==> config.mk <==
export PLATFORM = sky130hd
export DESIGN_NAME = brent_kung_pipe_adder
export DESIGN_NICKNAME = d
export VERILOG_FILES = /design/src/rtl/brent_kung_pipe_adder.sv
export SDC_FILE = /design/constraint.sdc
export NUM_CORES = 1
export LEC_CHECK = 0
export BUFFER_PORTS_ARGS = -buffer_cell sky130_fd_sc_hd__buf_2
export CAP_MARGIN = 30
export CORE_ASPECT_RATIO = 1.75
export CORE_UTILIZATION = 58
export CTS_CLUSTER_SIZE = 12
export DETAILED_ROUTE_END_ITERATION = 8
export PLACE_DENSITY = 0.77
export SYNTH_ARGS = -nofsm -noshare
export SYNTH_HDL_FRONTEND = slang
export SYNTH_SLANG_ARGS = --single-unit
export TNS_END_PERCENT = 1
==> constraint.sdc <==
create_clock -name clk -period 3.2 [get_ports clk]
set_clock_uncertainty 0.1 [all_clocks]
set_input_delay 0.64 -clock clk [delete_from_list [all_inputs] [get_ports clk]]
set_output_delay 0.64 -clock clk [all_outputs]
set_load 0.01 [all_outputs]
==> src/rtl/brent_kung_pipe_adder.sv <==
// Three-stage pipelined Brent-Kung adder/subtractor with valid/ready flow control.
// S1 registers operands, S2 registers the prefix up-sweep, S3 finishes carries and flags.
module brent_kung_pipe_adder #(
  parameter int WIDTH = 64,
  parameter int TAG_W = 4
) (
  input  logic             clk,
  input  logic             rst_n,
  input  logic             in_valid,
  output logic             in_ready,
  input  logic [WIDTH-1:0] a,
  input  logic [WIDTH-1:0] b,
  input  logic             cin,
  input  logic             sub,
  input  logic [TAG_W-1:0] in_tag,
  output logic             out_valid,
  input  logic             out_ready,
  output logic [WIDTH-1:0] sum,
  output logic             cout,
  output logic             ovf,
  output logic             zero,
  output logic [TAG_W-1:0] out_tag
);

  localparam int LVL = $clog2(WIDTH);

  logic             adv1, adv2, adv3;
  logic             v1, v2, v3;
  logic [WIDTH-1:0] a1, b1;
  logic             cin1;
  logic [TAG_W-1:0] tag1;
  logic [WIDTH-1:0] g2, p2, pb2;
  logic             cin2;
  logic [TAG_W-1:0] tag2;
  logic [WIDTH-1:0] sum3;
  logic             cout3, ovf3, zero3;
  logic [TAG_W-1:0] tag3;
  logic [WIDTH-1:0] b_eff;
  logic [WIDTH-1:0] gu, pu;
  logic [WIDTH-1:0] gd, pd, carry, sum_c;
  logic             cout_c, ovf_c;

  // A stage may load whenever it is empty or the stage after it is moving.
  assign adv3     = !v3 | out_ready;
  assign adv2     = !v2 | adv3;
  assign adv1     = !v1 | adv2;
  assign in_ready = adv1;

  assign b_eff = sub ? ~b : b;

  always_ff @(posedge clk or negedge rst_n) begin
    if (!rst_n) begin
      v1   <= 1'b0;
      a1   <= '0;
      b1   <= '0;
      cin1 <= 1'b0;
      tag1 <= '0;
    end else if (adv1) begin
      v1   <= in_valid;
      a1   <= a;
      b1   <= b_eff;
      cin1 <= cin;
      tag1 <= in_tag;
    end
  end

  // Up-sweep in place: level k only rewrites nodes whose partner is untouched at that level.
  always_comb begin
    gu = a1 & b1;
    pu = a1 ^ b1;
    for (int k = 1; k <= LVL; k++) begin
      for (int i = 0; i < WIDTH; i++) begin
        if (((i + 1) % (1 << k)) == 0) begin
          gu[i] = gu[i] | (pu[i] & gu[i - (1 << (k - 1))]);
          pu[i] = pu[i] & pu[i - (1 << (k - 1))];
        end
      end
    end
  end

  always_ff @(posedge clk or negedge rst_n) begin
    if (!rst_n) begin
      v2   <= 1'b0;
      g2   <= '0;
      p2   <= '0;
      pb2  <= '0;
      cin2 <= 1'b0;
      tag2 <= '0;
    end else if (adv2) begin
      v2   <= v1;
      g2   <= gu;
      p2   <= pu;
      pb2  <= a1 ^ b1;
      cin2 <= cin1;
      tag2 <= tag1;
    end
  end

  // Down-sweep turns every node into a prefix over bits 0..i; cin is folded in afterwards.
  always_comb begin
    gd    = g2;
    pd    = p2;
    carry = '0;
    for (int k = LVL - 1; k >= 1; k--) begin
      for (int i = 0; i < WIDTH; i++) begin
        if ((i >= (1 << k)) && (((i + 1) % (1 << k)) == (1 << (k - 1)))) begin
          gd[i] = gd[i] | (pd[i] & gd[i - (1 << (k - 1))]);
          pd[i] = pd[i] & pd[i - (1 << (k - 1))];
        end
      end
    end
    carry[0] = cin2;
    for (int i = 1; i < WIDTH; i++) begin
      carry[i] = gd[i - 1] | (pd[i - 1] & cin2);
    end
    cout_c = gd[WIDTH - 1] | (pd[WIDTH - 1] & cin2);
    ovf_c  = carry[WIDTH - 1] ^ cout_c;
    sum_c  = pb2 ^ carry;
  end

  always_ff @(posedge clk or negedge rst_n) begin
    if (!rst_n) begin
      v3    <= 1'b0;
      sum3  <= '0;
      cout3 <= 1'b0;
      ovf3  <= 1'b0;
      zero3 <= 1'b0;
      tag3  <= '0;
    end else if (adv3) begin
      v3    <= v2;
      sum3  <= sum_c;
      cout3 <= cout_c;
      ovf3  <= ovf_c;
      zero3 <= (sum_c == '0);
      tag3  <= tag2;
    end
  end

  assign out_valid = v3;
  assign sum       = sum3;
  assign cout      = cout3;
  assign ovf       = ovf3;
  assign zero      = zero3;
  assign out_tag   = tag3;

endmodule
# --- Word level (Yosys, flattened, before mapping) ---
# Cells that the tools add are included.
totals:
  reg_bits: 404
  output_inout_bits: 73
  wordCells: 518
op_classes:
  mux: 1
  bitwise: 496
  reduce_logical: 4
ops:
  columns: ["cell", "n"]
  rows:
  - ["1-bit bitwise AND", 304]
  - ["1-bit OR", 187]
  - ["64-bit bitwise XOR", 2]
  - ["64-bit bitwise AND", 1]
  - ["64-bit zero test", 1]
  - ["64-bit 2-to-1 mux", 1]
  - ["64-bit inverter", 1]
  - ["1-bit zero test", 3]
  - ["1-bit bitwise XOR", 1]

# --- Longest topological paths before layout ---
# Gate-level depths: netlist (run 1).
logic_depth:
  depth_word: 13
  mapped_depth: 9

# --- Least setup slack after synthesis (run 1) ---
# Ideal clock, no wire load.
synth_timing:
  path_kind: "input to output"
  start: "input port out_ready"
  end: "output port in_ready"
  arrival_time_ns: 1.905
  required_ns: 2.460
  slack_ns: 0.555
  stages: 7
  n_path_buf: 4
  cell_sequence: "nor2b_1 -> buf_2 -> and2_1 -> clkbuf_1 -> nand2_1 -> clkbuf_1 -> clkbuf_1"
synth_between:
  elab_chain_cells: 3
synth_lines:
  columns: ["element", "line", "rtl"]
  rows:
  - ["start, declared", "17", "input logic out_ready,"]
  - ["1-bit OR", "44", "assign adv3 = !v3 | out_ready;"]
  - ["1-bit OR", "45", "assign adv2 = !v2 | adv3;"]
  - ["1-bit OR", "46", "assign adv1 = !v1 | adv2;"]
  - ["end, declared", "10", "output logic in_ready,"]
# No other way between the ends.

# --- Final worst setup path (run 1) ---
layout_timing:
  start: "register cin2"
  end: "register zero3, in the netlist zero"
layout_between:
  elab_chain_cells: 4
  word_cells_on_any_way: 128
  cone_classes: "bitwise (127); reduce/logical (1)"
layout_lines:
  columns: ["element", "line", "rtl"]
  rows:
  - ["start, declared", "33", "logic cin2;"]
  - ["start signal, assigned", "94", "cin2 <= cin1;"]
  - ["1-bit bitwise AND", "114", "carry[i] = gd[i - 1] | (pd[i - 1] & cin2);"]
  - ["1-bit OR", "114", null]
  - ["64-bit bitwise XOR (*)", "118", "sum_c = pb2 ^ carry;"]
  - ["64-bit zero test (*)", "134", "zero3 <= (sum_c == '0);"]
  - ["end signal, assigned", "134", null]
  - ["end, declared", "36", "logic cout3, ovf3, zero3;"]
# Mark *: on every way between the ends. The rest lies on a longest branch, timed or not.
# A chain may end at the register's enable or synchronous reset.

==> impl_metrics.env, run 1 <==
export IMPL_rsz0062_at_grt="false"
export IMPL_yosysMostFrequentCell="nand2_1"
export IMPL_cp_start_kind="flip-flop"
export IMPL_crit_arrival_ns=3.03
export IMPL_syn_inst=1697
export IMPL_cts_setup_buffers=0
export IMPL_worstPathCellList="buf_4 > a211o_1 > a21o_1 > a222oi_1 > and4b_1 > nand4_1 > nor3_1 > a41o_1"
export IMPL_core_um2=28800
export IMPL_gp_congestion=0.893
export IMPL_slew_headroom_pct=51.4
export IMPL_setup_violations=0
export IMPL_timing_final_crit_period_ns=2.66
export IMPL_yosys_cell_types_count=56
export IMPL_critPathSlowestCell="a222oi_1"
export IMPL_finalSetupTns_ns=0
export IMPL_worstSkewPairLatency_ns=0.53
export IMPL_hpwl_um=31300
export IMPL_antenna_found_initial=0
export IMPL_dieHeight_um=229
export IMPL_synthTopCellsByCount="426 x nand2_1, 372 x dfrtp_1, 119 x a21oi_1, 116 x nor2_1, 93 x mux2_2"
export IMPL_tritoncts="yes"
export IMPL_post_route_worst_setup_slack_ns=0.538
export IMPL_worst_setup_path_type="flip-flop to flip-flop"
export IMPL_first_pass_iters=7
export IMPL_ctsResizeCount=0
export IMPL_yosysSeqAreaShare_pct=54.3
export IMPL_ctsRootBufferMaster="clkbuf_16"
export IMPL_r2r_start="cin2$_DFFE_PN0P_"
export IMPL_max_freq_ghz=0.376
export IMPL_ys_ff_latch=372
export IMPL_seq_power_share_pct=45.7
export IMPL_die_x_um=132
export IMPL_drv_slew=0
export IMPL_hold_start="a[29]"
export IMPL_status="finished, final reports clean"
export IMPL_n_antenna_cell=0
export IMPL_seq_area_um2=9310
export IMPL_cts_buffers=37
export IMPL_cts_buffer_depth=3
export IMPL_fin_nets=2088
export IMPL_p_leak_nw=9.46
export IMPL_synth_area_top_cells="dfrtp_1 54%, nand2_1 9.3%, mux2_2 6.1%"
export IMPL_drive_above_1_share_pct=20.1
export IMPL_yosysTopAreaCell="dfrtp_1"
export IMPL_synth_edff_count=0
export IMPL_ys_warn_count=0
export IMPL_drt_iter0_markers=892
export IMPL_via_per_inst=5.73
export IMPL_yosys_area_top_type_share_pct=54.3
export IMPL_synthArstFlopShare_pct=100
export IMPL_switchingPower_mw=5.07
export IMPL_power_frac_clock_pct=25.8
export IMPL_hp_class="primary input to flip-flop"
export IMPL_preCtsSetupSlack_ns=0.579
export IMPL_critical_path_required_ns=3.57
export IMPL_grt_max_degree=108
export IMPL_ir_worst_vdd_uv=518
export IMPL_slowest_delay_ns=0.42
export IMPL_grt_pass1_wl_um=69600
export IMPL_p_total_mw=14.7
export IMPL_gr_total_overflow=0
export IMPL_worstMarginPinSlew_ns=0.729
export IMPL_clkSlewWorstSetupHoldPaths_ns=0.06
export IMPL_row_count=82
export IMPL_htree_levels=2
export IMPL_postCtsHoldBufs=1
export IMPL_wl_um=43100
export IMPL_grt_util_all_layers_pct=29.5
export IMPL_wl_per_cell_um=19.0
export IMPL_crit_fanout=21
export IMPL_ant_nets=0
export IMPL_synth_nets=1900
export IMPL_switching_share_pct=34.4
export IMPL_hold_viol=0
export IMPL_fillers=2265
export IMPL_pin_count=211
export IMPL_drv_cap=0
export IMPL_port_buffers=210
export IMPL_die_area_um2=30300
export IMPL_syn_to_final_growth_pct=14.4
export IMPL_route_detailed_drc=0
export IMPL_combPwrFrac_pct=28.5
export IMPL_period_share_pct=83.2
export IMPL_synthFlopType="dfrtp_1"
export IMPL_via_count=13000
export IMPL_multiInputGateArea_um2=7460
export IMPL_clock_sinks=372
export IMPL_initial_utilization_pct=59.4
export IMPL_end_kind="flip-flop"
export IMPL_worstSetupStartpoint="cin2$_DFFE_PN0P_"
export IMPL_syn_avg_cell_area_um2=10.1
export IMPL_holdWs_ns=0.243
export IMPL_first_global_vias=13400
export IMPL_powerDensity_nw_per_um2=751
export IMPL_p_int_mw=9.65
export IMPL_synthesis_area_um2=17100
state kept, by name, summed over array words and instances, names as in the netlist:
signal and cells:
g2 64, cout 1, a1 64, out_valid 1, tag1 4, b1 64
ovf 1, cin1 1, sum 64, p2 64, pb2 32, tag2 4
v1 1, cin2 1, zero 1, v2 1, out_tag 4
layout by cell type, fill, tap and decap left out, drive strengths merged, types with 8 or more instances in the layout:
cell,count
nand3,20
dfrtp,372
and2,9
a211o,15
xor2,29
a21oi,119
clkbuf,44
nor2,116
nor3,11
nand3b,9
inv,13
mux2,93
o211ai,8
xnor2,87
buf,232
nand2,426
a31oi,9
o21ai,83
a21o,26
nand4,15
ha,65
per-layer routing:
metal	wire length (µm)	vias up	track usage, %	share of wire, %
li1	-	6114	-	-
met1	16100	6335	33.8	37
met2	22700	421	53.4	53
met3	2020	122	3.78	4.7
met4	2300	0	15.5	5.3
met5	0	-	0	0
critical path: cells and delay by family, from the launching register on:
kind | cells | cell delay (ns)
buf+inv | 1 | 0.22
flops | 1 | 0.38
simple gates | 3 | 0.66
compound gates | 4 | 1.26
path summary, 6_finish.rpt:
| path | end | slack, ns | depth (start not counted) |
|---|---|---|---|
| worst min register to register | tag2[3]$_DFFE_PN0P_ | 0.36 | 2 |
| worst max register to register | zero$_DFFE_PN0P_ | 0.54 | 8 |
| worst min-delay path | a1[29]$_DFFE_PN0P_ | 0.24 | 2 |
| min in group asynchronous | out_tag[2]$_DFFE_PN0P_ | 0.58 | 2 |
| worst max-delay path | zero$_DFFE_PN0P_ | 0.54 | 8 |
| max in group asynchronous | g2[35]$_DFFE_PN0P_ | 1.55 | 3 |
power groups by stage:
stage / clock network [mW] / registers, mW / logic [mW]
floorplan: 0 / 6.67 / 2.47
global placement: 0 / 6.74 / 4.07
detailed placement: 0 / 6.78 / 4.17
CTS: 3.86 / 6.71 / 4.21
global route: 4.04 / 6.84 / 4.62
finish: 3.80 / 6.73 / 4.20
metrics by stage:
step,area [µm²],std cells,utilization [%]
2_1_floorplan,17100,1697,-
3_5_place_dp,18600,2222,64.5
4_1_cts,19600,2268,67.9
5_1_grt,19600,2269,68.0
3_3_place_gp,18600,2222,64.5
6_report,19600,2269,68.0
final cells by class:
cell class                      count  share of cell area [%]
Timing Repair Buffer              233                    6.80
Clock buffer                       44                    4.96
Tap cell                          378                    2.41
Clock inverter                      1                  0.0255
Sequential cell                   372                    47.5
Inverter                           13                   0.249
Multi-Input combinational cell   1228                    38.1
kinds of logic after synthesis:
| group | Yosys count | share of synthesized area [%] |
|---|---|---|
| adder cells (fa/ha/maj) | 65 | 4.75 |
| XOR/XNOR | 116 | 5.93 |
| multiplexers | 94 | 6.17 |
| AND/OR/NAND/NOR | 644 | 15.6 |
| AO/OA/AOI/OAI | 309 | 11.0 |
| buffers and inverters | 97 | 2.28 |
| flip-flops | 372 | 54.3 |
Power figures use the tool's default switching activity.
==> run 2: changes to the inputs <==
--- a/config.mk
+++ b/config.mk
@@ -8,10 +8,10 @@
 export BUFFER_PORTS_ARGS = -buffer_cell sky130_fd_sc_hd__buf_2
 export CAP_MARGIN = 30
 export CORE_ASPECT_RATIO = 1.75
-export CORE_UTILIZATION = 58
+export CORE_UTILIZATION = 53
 export CTS_CLUSTER_SIZE = 12
 export DETAILED_ROUTE_END_ITERATION = 8
-export PLACE_DENSITY = 0.77
+export PLACE_DENSITY = 0.74
 export SYNTH_ARGS = -nofsm -noshare
 export SYNTH_HDL_FRONTEND = slang
 export SYNTH_SLANG_ARGS = --single-unit
==> constraint.sdc (replaced) <==
create_clock -name clk -period 2.4 [get_ports clk]
set_clock_uncertainty 0.1 [all_clocks]
set_input_delay 0.48 -clock clk [delete_from_list [all_inputs] [get_ports clk]]
set_output_delay 0.48 -clock clk [all_outputs]
set_load 0.01 [all_outputs]
==> impl_metrics.env, run 2 (same netlist as run 1, synthesis figures left out) <==
export IMPL_hp_class="primary input to flip-flop"
export IMPL_layout_cells_non_filler=2366
export IMPL_via_per_inst=5.57
export IMPL_first_global_vias=13300
export IMPL_crit_buf_inv=1
export IMPL_clkSlewWorstSetupHoldPaths_ns=0.06
export IMPL_worstMarginPinSlew_ns=0.805
export IMPL_ir_worst_vdd_uv=1130
export IMPL_tritoncts="yes"
export IMPL_drv_cap=0
export IMPL_gr_total_overflow=0
export IMPL_post_route_worst_setup_slack_ns=-0.167
export IMPL_row_count=86
export IMPL_fin_nets=2160
export IMPL_place_area_um2=19300
export IMPL_worst_setup_path_type="flip-flop to flip-flop"
export IMPL_drive_above_1_share_pct=24.0
export IMPL_cts_buffers=38
export IMPL_die_area_um2=33100
export IMPL_cts_setup_buffers=0
export IMPL_pin_count=211
export IMPL_initial_utilization_pct=54.2
export IMPL_critPathSlowestCell="dfrtp_1"
export IMPL_final_area_um2=20500
export IMPL_syn_to_final_growth_pct=19.6
export IMPL_grt_max_degree=97
export IMPL_dp_cells=2312
export IMPL_wl_per_cell_um=18.3
export IMPL_end_kind="flip-flop"
export IMPL_grtUsageMet1_pct=31.4
export IMPL_violations="setup timing"
export IMPL_cp_start_kind="flip-flop"
export IMPL_hpwl_um=31500
export IMPL_final_common_cell="nand2_1"
export IMPL_ant_nets=0
export IMPL_ctsRootBufferMaster="clkbuf_16"
export IMPL_setup_violations=2
export IMPL_layout_common_cells="424 x nand2_1, 372 x dfrtp_1, 208 x buf_2, 117 x a21oi_1, 116 x nor2_1"
export IMPL_p_leak_nw=9.92
export IMPL_max_freq_ghz=0.390
export IMPL_slew_headroom_pct=46.3
export IMPL_grt_util_all_layers_pct=27.2
export IMPL_rsz0062_at_grt="true"
export IMPL_crit_family="compound AO/OA/AOI/OAI gates"
export IMPL_period_share_pct=107
export IMPL_route_detailed_drc=0
export IMPL_worstPathCellList="buf_6 > a211o_4 > a31o_1 > a211oi_4 > o2111ai_2 > nor4b_2 > and4b_1 > a41o_1"
export IMPL_via_count=13200
export IMPL_final_util_pct=64.8
export IMPL_htree_levels=2
export IMPL_dieHeight_um=240
export IMPL_drt_iter0_markers=845
export IMPL_clock_sinks=372
export IMPL_grt_util_met2_pct=48.9
export IMPL_grtUsageMet3_pct=3.61
export IMPL_p_total_mw=20.8
export IMPL_wl_um=43400
export IMPL_antenna_found_initial=0
export IMPL_first_pass_iters=5
export IMPL_cts_buffer_depth=3
export IMPL_drv_slew=0
export IMPL_port_buffers=210
export IMPL_powerDensity_nw_per_um2=1010
export IMPL_die_x_um=138
export IMPL_timing_final_crit_period_ns=2.57
export IMPL_n_antenna_cell=0
export IMPL_slowest_delay_ns=0.39
export IMPL_top_usage_layer="met2"
export IMPL_critical_path_required_ns=2.77
export IMPL_status="finished, violations left"
export IMPL_grt_pass1_wl_um=69000
export IMPL_gp_congestion=0.914
export IMPL_hold_viol=0
export IMPL_core_um2=31600
export IMPL_crit_arrival_ns=2.94
export IMPL_worstSkewPairLatency_ns=0.53
export IMPL_crit_fanout=21
-- run 2: path summary, 6_finish.rpt --
check,startpoint,to,slack (ns),cells after the start
worst max-delay path,cin2$_DFFE_PN0P_,zero$_DFFE_PN0P_,-0.17,8
worst min-delay path,a[20],a1[20]$_DFFE_PN0P_,0.08,2
worst max register to register,cin2$_DFFE_PN0P_,zero$_DFFE_PN0P_,-0.17,8
worst min register to register,g2[22]$_DFFE_PN0P_,g2[22]$_DFFE_PN0P_,0.36,2
max in group asynchronous,rst_n,sum[52]$_DFFE_PN0P_,1.07,4
min in group asynchronous,rst_n,b1[16]$_DFFE_PN0P_,0.38,2
-- run 2: area by class of cell --
type | count | area, µm²
Clock buffer | 51 | 1120
Clock inverter | 2 | 12.5
Fill cell | 2568 | 11100
Inverter | 13 | 48.8
Multi-Input combinational cell | 1228 | 7550
Sequential cell | 372 | 9310
Tap cell | 396 | 495
Timing Repair Buffer | 304 | 1950
-- run 2: worst reg2reg max path, delay by kind of cell, from the launching register on --
kind	cells	cell delay [ns]
AO/OA/AOI/OAI	5	1.30
buffers and inverters	1	0.19
flip-flops	1	0.39
AND/OR/NAND/NOR	2	0.52
-- run 2: through the flow --
stage          hold slack [ns]  TNS (ns)  setup WS, ns
6_report                0.0779    -0.200        -0.167
3_3_place_gp             0.346    -0.372        -0.228
5_1_grt                 0.0685    -0.580        -0.270
4_1_cts                 0.0583    -0.188        -0.169
2_1_floorplan           0.0844         0        0.0559
3_5_place_dp             0.352    -0.541        -0.316
-- run 2: routing by layer --
metal	up-vias	wire [µm]
li1	6257	-
met1	6421	16300
met2	383	23000
met3	108	1990
met4	0	2040
met5	-	0
-- run 2: repair_timing --
action	in CTS	in global routing
gates resized for setup	14	6
hold endpoints to repair	46	0
pin swaps	9	3
hold buffers	1	0
setup endpoints to repair	3	6
-- run 2: where the power goes --
part / internal (mW) / leakage [nW] / total (mW) / switching (mW)
Combinational: 2.78 / 4.89 / 6.30 / 3.52
Sequential: 7.75 / 4.47 / 8.92 / 1.16
Clock: 3.23 / 0.557 / 5.58 / 2.35
==> run 3: changes to the inputs <==
--- a/config.mk
+++ b/config.mk
@@ -9,6 +9,7 @@
 export CAP_MARGIN = 30
 export CORE_ASPECT_RATIO = 1.75
 export CORE_UTILIZATION = 53
+export CTS_CLUSTER_DIAMETER = 100
 export CTS_CLUSTER_SIZE = 12
 export DETAILED_ROUTE_END_ITERATION = 8
 export PLACE_DENSITY = 0.74
==> constraint.sdc (replaced) <==
create_clock -name clk -period 2.32 [get_ports clk]
set_clock_uncertainty 0.1 [all_clocks]
set_input_delay 0.464 -clock clk [delete_from_list [all_inputs] [get_ports clk]]
set_output_delay 0.464 -clock clk [all_outputs]
set_load 0.01 [all_outputs]
==> impl_metrics.env, run 3 (same netlist as run 1, synthesis figures left out) <==
export IMPL_clock_sinks=372
export IMPL_core_um2=31600
export IMPL_powerDensity_nw_per_um2=1030
export IMPL_pin_count=211
export IMPL_ant_nets=0
export IMPL_crit_family="compound AO/OA/AOI/OAI gates"
export IMPL_wl_um=43400
export IMPL_cts_setup_buffers=0
export IMPL_clkSlewWorstSetupHoldPaths_ns=0.06
export IMPL_hp_class="primary input to flip-flop"
export IMPL_end_kind="flip-flop"
export IMPL_via_per_inst=5.55
export IMPL_antenna_found_initial=0
export IMPL_cts_buffer_depth=3
export IMPL_wl_per_cell_um=18.2
export IMPL_die_x_um=138
export IMPL_hold_viol=0
export IMPL_drive_above_1_share_pct=24.9
export IMPL_period_share_pct=110
export IMPL_grt_util_met2_pct=47.6
export IMPL_gr_total_overflow=0
export IMPL_status="finished, violations left"
export IMPL_p_leak_nw=9.95
export IMPL_layout_common_cells="424 x nand2_1, 372 x dfrtp_1, 207 x buf_2, 116 x nor2_1, 116 x a21oi_1"
export IMPL_crit_fanout=21
export IMPL_die_area_um2=33100
export IMPL_worstSkewPairLatency_ns=0.54
export IMPL_max_freq_ghz=0.392
export IMPL_first_pass_iters=5
export IMPL_htree_levels=2
export IMPL_ctsRootBufferMaster="clkbuf_16"
export IMPL_final_common_cell="nand2_1"
export IMPL_grtUsageMet3_pct=4.28
export IMPL_port_buffers=210
export IMPL_drv_cap=0
export IMPL_route_detailed_drc=0
export IMPL_hpwl_um=31500
export IMPL_tritoncts="yes"
export IMPL_final_util_pct=64.9
export IMPL_timing_final_crit_period_ns=2.55
export IMPL_critical_path_required_ns=2.69
export IMPL_critPathSlowestCell="a222oi_1"
export IMPL_grt_util_all_layers_pct=27.1
export IMPL_grt_pass1_wl_um=68700
export IMPL_via_count=13200
export IMPL_drt_iter0_markers=716
export IMPL_worst_setup_path_type="flip-flop to flip-flop"
export IMPL_ir_worst_vdd_uv=864
export IMPL_violations="setup timing"
export IMPL_crit_buf_inv=2
export IMPL_top_usage_layer="met2"
export IMPL_initial_utilization_pct=54.2
export IMPL_slowest_delay_ns=0.44
export IMPL_post_route_worst_setup_slack_ns=-0.229
export IMPL_first_global_vias=13300
export IMPL_crit_arrival_ns=2.92
export IMPL_fin_nets=2182
export IMPL_setup_violations=2
export IMPL_syn_to_final_growth_pct=19.7
export IMPL_dieHeight_um=240
export IMPL_cts_buffers=36
export IMPL_worstMarginPinSlew_ns=0.739
export IMPL_slew_headroom_pct=50.7
export IMPL_grtUsageMet1_pct=30.9
export IMPL_rsz0062_at_grt="true"
export IMPL_drv_slew=0
export IMPL_finalSetupTns_ns=-0.271
export IMPL_grt_max_degree=125
export IMPL_gp_congestion=0.872
export IMPL_worstPathCellList="buf_12 > a211o_1 > a21o_1 > a222oi_1 > buf_4 > and4b_1 > nand4_1 > nor3_2 > a41o_1"
export IMPL_row_count=86
export IMPL_cp_start_kind="flip-flop"
export IMPL_n_antenna_cell=0
export IMPL_preCtsSetupSlack_ns=-0.366
[run 3: final timing paths]
kind                                           from  cells past startpoint  slack (ns)                  end
min in group asynchronous                     rst_n                      2        0.30    b1[8]$_DFFE_PN0P_
worst max-delay path               cin2$_DFFE_PN0P_                      9       -0.23     zero$_DFFE_PN0P_
worst min register to register  tag2[0]$_DFFE_PN0P_                      2        0.36  tag2[0]$_DFFE_PN0P_
max in group asynchronous                     rst_n                      3        1.01  sum[37]$_DFFE_PN0P_
worst max register to register     cin2$_DFFE_PN0P_                      9       -0.23     zero$_DFFE_PN0P_
worst min-delay path                          a[12]                      2        0.05   a1[12]$_DFFE_PN0P_
[run 3: layer usage]
metal | routed length, µm | vias up | part of all wire (%)
met3 | 1980 | 122 | 4.6
met2 | 22400 | 347 | 52
met1 | 16700 | 6437 | 39
met5 | 0 | - | 0
li1 | - | 6283 | -
met4 | 2240 | 0 | 5.2
[run 3: worst register-to-register path: stages, from the launching register on]
cell      delay, ns
dfrtp_1        0.41
buf_12         0.18
a211o_1        0.29
a21o_1         0.18
a222oi_1       0.44
buf_4          0.20
and4b_1        0.19
nand4_1        0.11
nor3_2         0.21
a41o_1         0.18
[run 3: repair_timing]
item / CTS / global route
endpoints found under the setup margin: 6 / 8
gates resized for setup: 24 / 7
hold buffers: 1 / 0
endpoints found under the hold margin: 32 / 0
pin swaps: 8 / 4
[run 3: layout make-up]
| cell class | instances | area (µm²) |
|---|---|---|
| clock inverters | 2 | 17.5 |
| fillers | 2546 | 11100 |
| repair buffers | 328 | 2120 |
| flip-flops and latches | 372 | 9310 |
| inverters | 13 | 48.8 |
| well taps | 396 | 495 |
| clock buffers | 37 | 926 |
| multi-input cells | 1228 | 7590 |
[run 3: through the flow]
step                      power, mW  hold slack, ns  std cells  cell area [µm²]
after CTS                      21.2          0.0347       2376            20500
after global routing           22.3          0.0373       2376            20500
after global placement         15.7           0.271       2336            19400
final                          21.1          0.0493       2376            20500
after detailed placement       15.9           0.276       2336            19400
after floorplan                12.6          0.0684       1697            17100
[run 3: where the power goes]
part | total, mW | internal [mW] | switching [mW]
registers | 9.20 | 8.02 | 1.18
logic | 6.75 | 3.04 | 3.71
clock network | 5.20 | 2.82 | 2.37
total | 21.1 | 13.9 | 7.26
